`config.mk`:
```
export PLATFORM = sky130hd
export DESIGN_NAME = seg7_scan_drive
export DESIGN_NICKNAME = d
export VERILOG_FILES = /design/src/rtl/seg7_scan_drive.sv
export SDC_FILE = /design/constraint.sdc
export NUM_CORES = 1
export LEC_CHECK = 0
export ABC_CLOCK_PERIOD_IN_PS = 3000
export BUFFER_PORTS_ARGS = -buffer_cell sky130_fd_sc_hd__buf_2
export CAP_MARGIN = 20
export CELL_PAD_IN_SITES_DETAIL_PLACEMENT = 0
export CELL_PAD_IN_SITES_GLOBAL_PLACEMENT = 1
export CORE_MARGIN = 1
export CORE_UTILIZATION = 30
export CTS_CLUSTER_SIZE = 24
export DETAILED_ROUTE_END_ITERATION = 10
export GPL_TIMING_DRIVEN = 0
export PLACE_DENSITY_LB_ADDON = 0.15
export SETUP_SLACK_MARGIN = 0.02
export SLEW_MARGIN = 40
export SYNTH_ARGS = -nofsm -noshare
export SYNTH_HDL_FRONTEND = slang
export SYNTH_SLANG_ARGS = --single-unit
```
`constraint.sdc`:
```
create_clock -name BJ_clk -period 3 [get_ports BJ_clk]
set_input_delay 0.3 -clock BJ_clk [delete_from_list [all_inputs] [get_ports BJ_clk]]
set_output_delay 0.3 -clock BJ_clk [all_outputs]
set_load 0.01 [all_outputs]
```
`src/rtl/seg7_scan_drive.sv`:
```
// Four-digit multiplexed 7-segment driver with frame-synchronous double-buffered loads.
// Optional build macro SEG7_LEADING_ZERO_BLANK_EN switches off leading zero digits 3..1.
module seg7_scan_drive #(
    parameter int SCAN_DIV = 50000,
    parameter int GAP_CYC  = 500
) (
    input  logic        BJ_clk,
    input  logic        rst,
    input  logic [15:0] data_in,
    input  logic [3:0]  dp_in,
    input  logic        load,
    output logic        busy,
    output logic        load_ack,
    output logic [3:0]  an_n,
    output logic [6:0]  seg_n,
    output logic        dp_n,
    output logic        frame_done
);

    localparam int CNT_W = (SCAN_DIV > 1) ? $clog2(SCAN_DIV) : 1;
    localparam logic [CNT_W-1:0] CNT_LAST = CNT_W'(SCAN_DIV - 1);
    localparam logic [CNT_W-1:0] CNT_GAP  = CNT_W'(GAP_CYC);

    typedef enum logic {
        ST_GAP = 1'b0,
        ST_ON  = 1'b1
    } slot_state_t;

    slot_state_t      state, state_nxt;
    logic [CNT_W-1:0] cnt, cnt_nxt;
    logic [1:0]       idx, idx_nxt;
    logic [15:0]      stage, shadow, shadow_nxt;
    logic [3:0]       stage_dp, shadow_dp, shadow_dp_nxt;
    logic             busy_nxt, fd_nxt, ack_nxt, commit;
    logic             lz_off;
    logic [3:0]       nib_nxt;
    logic [3:0]       an_nxt;
    logic [6:0]       seg_nxt;
    logic             dp_nxt;

    function automatic logic [6:0] hex_to_seg(input logic [3:0] nib);
        logic [6:0] s;
        case (nib)
            4'h0:    s = 7'h40;
            4'h1:    s = 7'h79;
            4'h2:    s = 7'h24;
            4'h3:    s = 7'h30;
            4'h4:    s = 7'h19;
            4'h5:    s = 7'h12;
            4'h6:    s = 7'h02;
            4'h7:    s = 7'h78;
            4'h8:    s = 7'h00;
            4'h9:    s = 7'h10;
            4'hA:    s = 7'h08;
            4'hB:    s = 7'h03;
            4'hC:    s = 7'h46;
            4'hD:    s = 7'h21;
            4'hE:    s = 7'h06;
            default: s = 7'h0E;
        endcase
        return s;
    endfunction

    // All output registers are loaded from next-cycle values so they line up with cnt/idx.
    always_comb begin
        cnt_nxt = cnt + 1'b1;
        idx_nxt = idx;
        if (cnt == CNT_LAST) begin
            cnt_nxt = '0;
            idx_nxt = idx + 2'd1;
        end
        state_nxt = (cnt_nxt < CNT_GAP) ? ST_GAP : ST_ON;

        commit        = frame_done & busy;
        shadow_nxt    = commit ? stage    : shadow;
        shadow_dp_nxt = commit ? stage_dp : shadow_dp;
        busy_nxt      = load | (busy & ~frame_done);
        fd_nxt        = (cnt_nxt == CNT_LAST) && (idx_nxt == 2'd3);
        ack_nxt       = fd_nxt & busy_nxt;
        nib_nxt       = shadow_nxt[{idx_nxt, 2'b00} +: 4];
    end

`ifdef SEG7_LEADING_ZERO_BLANK_EN
    always_comb begin
        lz_off = 1'b0;
        case (idx_nxt)
            2'd3:    lz_off = (shadow_nxt[15:12] == 4'h0)  && !shadow_dp_nxt[3];
            2'd2:    lz_off = (shadow_nxt[15:8]  == 8'h00) && !shadow_dp_nxt[2];
            2'd1:    lz_off = (shadow_nxt[15:4]  == 12'h0) && !shadow_dp_nxt[1];
            default: lz_off = 1'b0;
        endcase
    end
`else
    assign lz_off = 1'b0;
`endif

    always_comb begin
        an_nxt  = 4'hF;
        seg_nxt = 7'h7F;
        dp_nxt  = 1'b1;
        if (state_nxt == ST_ON && !lz_off) begin
            an_nxt[idx_nxt] = 1'b0;
            seg_nxt         = hex_to_seg(nib_nxt);
            dp_nxt          = ~shadow_dp_nxt[idx_nxt];
        end
    end

    always_ff @(posedge BJ_clk or posedge rst) begin
        if (rst) begin
            state <= ST_GAP;
        end else begin
            state <= state_nxt;
        end
    end

    always_ff @(posedge BJ_clk or posedge rst) begin
        if (rst) begin
            cnt        <= '0;
            idx        <= 2'd0;
            stage      <= 16'h0000;
            stage_dp   <= 4'h0;
            shadow     <= 16'h0000;
            shadow_dp  <= 4'h0;
            busy       <= 1'b0;
            load_ack   <= 1'b0;
            frame_done <= 1'b0;
            an_n       <= 4'hF;
            seg_n      <= 7'h7F;
            dp_n       <= 1'b1;
        end else begin
            cnt        <= cnt_nxt;
            idx        <= idx_nxt;
            shadow     <= shadow_nxt;
            shadow_dp  <= shadow_dp_nxt;
            busy       <= busy_nxt;
            load_ack   <= ack_nxt;
            frame_done <= fd_nxt;
            an_n       <= an_nxt;
            seg_n      <= seg_nxt;
            dp_n       <= dp_nxt;
            if (load) begin
                stage    <= data_in;
                stage_dp <= dp_in;
            end
        end
    end

endmodule

```
==> results.txt <==
The count of port buffers added during placement came out at 37. The number of cells on the worst reg-to-reg path is 12. The fraction of the cycle the final worst path needs is 95.4%. Synthesis produced a netlist whose cell count is 298. The worst hold path belongs to the class in2reg. The internal power came out at about 0.0018 W. The maximum number of pins on one net before global-route repair came out at 60.

The final global-route overflow total came out at 0. Clock-pin slew was measured on the worst setup and hold paths at 0.05 ns. The peak supply drop is 0.337 mV.

The layer carrying the most global-route usage is met2. The measured slew at the worst slew-check pin came out at 0.718 ns. The net total in the final layout came out at 381. Of the cells placed in the final design, the portion with a size suffix greater than 1 is 37.9%. The number of buffers between clock root and the deepest sink is 2. The async set or reset register ratio after synthesis came out at 100%. The top fanout value on the critical path is 7. The clock drives 73 sinks.

Traced cell by cell, the critical path runs through ha_2 -> and3_2 -> and4_1 -> buf_6 -> or3_1 -> o311a_1 -> o22ai_4 -> inv_2 -> ha_2 -> or3_1 -> o221ai_1 -> nand2_1. The critical path endpoint is seg_n[0]. The overall fraction of global-route tracks in use is 13.6%. The count of nets left with antenna violations once routing finished came out at 0.

The number of buffers and inverters on the critical path is 2. The power share of the clock group is 51.9%. Dividing the synthesized area by the synthesized cell count gives 11.8 sq um. The full die area is approximately 12000 sq um. The switching power came out at 0.000444 W.

The category of the most critical setup path is reg2reg. The initial standard-cell utilization of the core is 30.7%. The synthesis-to-layout area growth is 23.8%. The top achievable clock speed came out at between 0.3 and 0.4 GHz. The routed layout has ~2300 vias.

Combinational logic is responsible for under 10% of the overall power. The first-pass iteration count of the detailed router is 4. For this run, the leading register cell type out of synthesis is sky130_fd_sc_hd__dfrtp_1.

The net switching fraction of the power came out at around a fifth. The number of warnings reported in the yosys synthesis log is 0. The synthesized netlist occupies a cell area of ~3500 sq um. The die outline height came out at 110 microns. Setup repair after global routing could not meet its margin everywhere. Yosys mapped a number of flops with a built-in enable equal to 0.

The arrival time reported for the critical path endpoint is 3.12 ns. The clock latency on the worst-skew pair came out at 0.33 ns. Setup slack closes at 0.138 ns.

The sum of internal, switching and leakage power is around 0.0023 W. The detailed router finished its first iteration with 56 violations. The floorplan step defined a core boundary enclosing 11400 sq um. The largest stage delay on the critical path is 0.45 ns.

The global routing usage on met2 came out at 22.3%. The unique cell type count in the Yosys netlist came out at 45. The reg-to-reg critical path startpoint is cnt[0]. The count of pins over their slew limit was 0. The final RePlAce weighted congestion is between 0.7 and 0.8. The first-pass GRT wire length came out at 12100 microns. The total number of H-tree levels is 3. The worst register-to-register path has a setup slack of 0.14 ns.

The share of the yosys chip area belonging to registers is 52.5%. Dividing the detail-routed wire length by the instance count gives 14.6 microns. The most critical setup path has its startpoint at cnt[0]. The number of logic stages on the critical path including buffering is 12. The number of nets handed over by synthesis was 328. The launching element type of the critical path is a flip-flop. The run finished with clean final reports. The number of top-level pins is 38. The power density over the cells came out at 528 nW/um^2. Summed over all nets, the half-perimeter wirelength after detailed placement is 5170 microns. The via count of the first global-routing pass is 2389.

The total length of routed wires is 7300 microns. The endpoint required time on the critical path is 3.26 ns. After synthesis the netlist holds a flip-flop and latch count of 73. The cell family with the largest share of critical-path delay is simple AND/OR/NAND/NOR gates. The leakage dissipation came out at 2.11 nW. TritonCTS built the clock tree. The cell depth of the worst min-delay path came out at 2. The final setup violation count came out at 0. The setup slack at placement is -0.388 ns. The final-report hold violation count is 0. The slowest stage of the critical path belongs to the cell sky130_fd_sc_hd__dfrtp_2. Per report_power, the sequential group accounts for 44.8% of the total. The count of max-cap constraint violations came out at 0.

The max-slew headroom at the worst pin is about 52%. The total clock buffers created by CTS is 9. The antenna diode count is 0. The root buffer cell is sky130_fd_sc_hd__clkbuf_16. The count of standard-cell rows is 39. The tightest hold path in the finished design has a slack of 0.190 ns. In this run the horizontal extent of the chip is 110 microns. After detailed routing, the number of remaining DRC violations is 0. The time the final worst path needs with I/O delays and setup is 2.86 ns.

The initial antenna violation count is 0. The destination of the worst register-to-register timing path is seg_n[0]. The post-detailed-route via-to-cell ratio came out at 4.66.

The global-route met3 utilization is 4.06%. The final setup TNS came out at 0 ns. Across the routed clock network, the largest skew measured is between 0.004 and 0.005 ns.

STA classifies the critical path endpoint as a flip-flop. The met1 track utilization from global routing is 16.9%.
==> synthesized netlist by cell type (all sizes together) (5+ instances only) <==
library cell   n  area share [%]
dfrtp         61              44
mux2          34              11
mux2i         24             7.0
inv           23             2.5
nand2         21             2.2
nor2          16             1.9
dfstp         12             9.0
buf           10             2.1
nand3         10             1.4
xor2          10             2.5
ha             7             2.5
xnor2          7             2.0
nor3           6            0.86
o21ai          6            0.86
and4           5             1.3
o211ai         5             1.2
==> sequential cells by signal (all words and copies together) (netlist names) <==
| register | flops |
|---|---|
| cnt | 16 |
| idx | 2 |
| an_n | 4 |
| stage_dp | 4 |
| shadow_dp | 4 |
| seg_n | 7 |
| stage | 16 |
| frame_done | 1 |
| dp_n | 1 |
| shadow | 16 |
| load_ack | 1 |
| busy | 1 |
==> through the flow <==
step                      util (%)  instances  cell area, sq um
after floorplan                  -        298              3510
after global placement        33.9        478              3870
after detailed placement      34.2        479              3900
after CTS                     37.5        497              4280
after global routing          38.0        499              4340
final                         38.0        499              4340
==> cell type report <==
| type | instances | area [sq um] |
|---|---|---|
| buffer | 13 | 97.6 |
| clock buffer | 14 | 274 |
| clock inverter | 2 | 60.1 |
| fill | 1155 | 7080 |
| inverter | 24 | 95.1 |
| multi-input combinational | 188 | 1550 |
| sequential | 73 | 1840 |
| tap | 143 | 179 |
| timing repair buffer | 42 | 245 |
==> metal layers <==
layer / routed length, microns / vias to the layer above / share of wire, %
li1: - / 1136 / -
met4: 125 / 0 / 1.7
met3: 229 / 10 / 3.1
met1: 3370 / 1152 / 46
met2: 3570 / 26 / 49
met5: 0 / - / 0
==> kinds of logic after synthesis <==
group | synth area share, %
AND/OR/NAND/NOR | 12.0
flip-flops | 52.5
multiplexers | 17.9
buffers and inverters | 5.03
AO/OA/AOI/OAI | 5.57
XOR/XNOR | 4.46
adder cells (fa/ha/maj) | 2.50
==> worst min-delay path by stage <==
| stage | slack [ns] | startpoint | to |
|---|---|---|---|
| after floorplan | 0.40 | load | busy |
| after global placement | 0.48 | shadow[5] | shadow[5] |
| after detailed placement | 0.24 | rst | cnt[11] |
| after CTS | 0.18 | data_in[1] | stage[1] |
| after global routing | 0.19 | data_in[10] | stage[10] |
| final | 0.19 | load | busy |
==> power groups by stage <==
stage               registers (W)  logic (W)  clock network [W]
CTS                       0.00103  0.0000796            0.00123
detailed placement        0.00105  0.0000784                  0
floorplan                 0.00104  0.0000470                  0
finish                    0.00103  0.0000758            0.00119
global route              0.00103  0.0000866            0.00128
global placement          0.00104  0.0000708                  0
==> layout by cell type (no fill, tap or decap), types with 2 or more instances in the layout <==
cell and instances:
sky130_fd_sc_hd__a211oi_1 2, sky130_fd_sc_hd__xnor2_1 6, sky130_fd_sc_hd__nor2_1 14, sky130_fd_sc_hd__o211ai_1 4
sky130_fd_sc_hd__ha_1 4, sky130_fd_sc_hd__o21ai_0 5, sky130_fd_sc_hd__mux2i_1 23, sky130_fd_sc_hd__nor3_2 3
sky130_fd_sc_hd__clkbuf_16 9, sky130_fd_sc_hd__a21oi_1 3, sky130_fd_sc_hd__and4_1 4, sky130_fd_sc_hd__dfstp_2 12
sky130_fd_sc_hd__a31oi_1 2, sky130_fd_sc_hd__inv_2 2, sky130_fd_sc_hd__mux2_2 34, sky130_fd_sc_hd__bufinv_16 2
sky130_fd_sc_hd__buf_6 4, sky130_fd_sc_hd__buf_2 37, sky130_fd_sc_hd__ha_2 3, sky130_fd_sc_hd__buf_4 8
sky130_fd_sc_hd__nor2_2 2, sky130_fd_sc_hd__nand4_1 3, sky130_fd_sc_hd__inv_1 20, sky130_fd_sc_hd__nand2_1 21
sky130_fd_sc_hd__nor3_1 3, sky130_fd_sc_hd__xor2_1 10, sky130_fd_sc_hd__o221ai_1 4, sky130_fd_sc_hd__nand3_1 10
sky130_fd_sc_hd__clkbuf_8 3, sky130_fd_sc_hd__clkbuf_1 5, sky130_fd_sc_hd__dfrtp_1 60, sky130_fd_sc_hd__and3_1 3
sky130_fd_sc_hd__and2_1 3, sky130_fd_sc_hd__or3_1 3
==> what timing repair did <==
action,in CTS,in global routing
hold buffers,1,0
pin swaps,1,5
resized for setup,7,16
setup endpoints to repair,7,5
setup buffers,1,1
endpoints found under the hold margin,14,0
cloned,0,1
No activity file was read; power rests on OpenSTA's default activity.
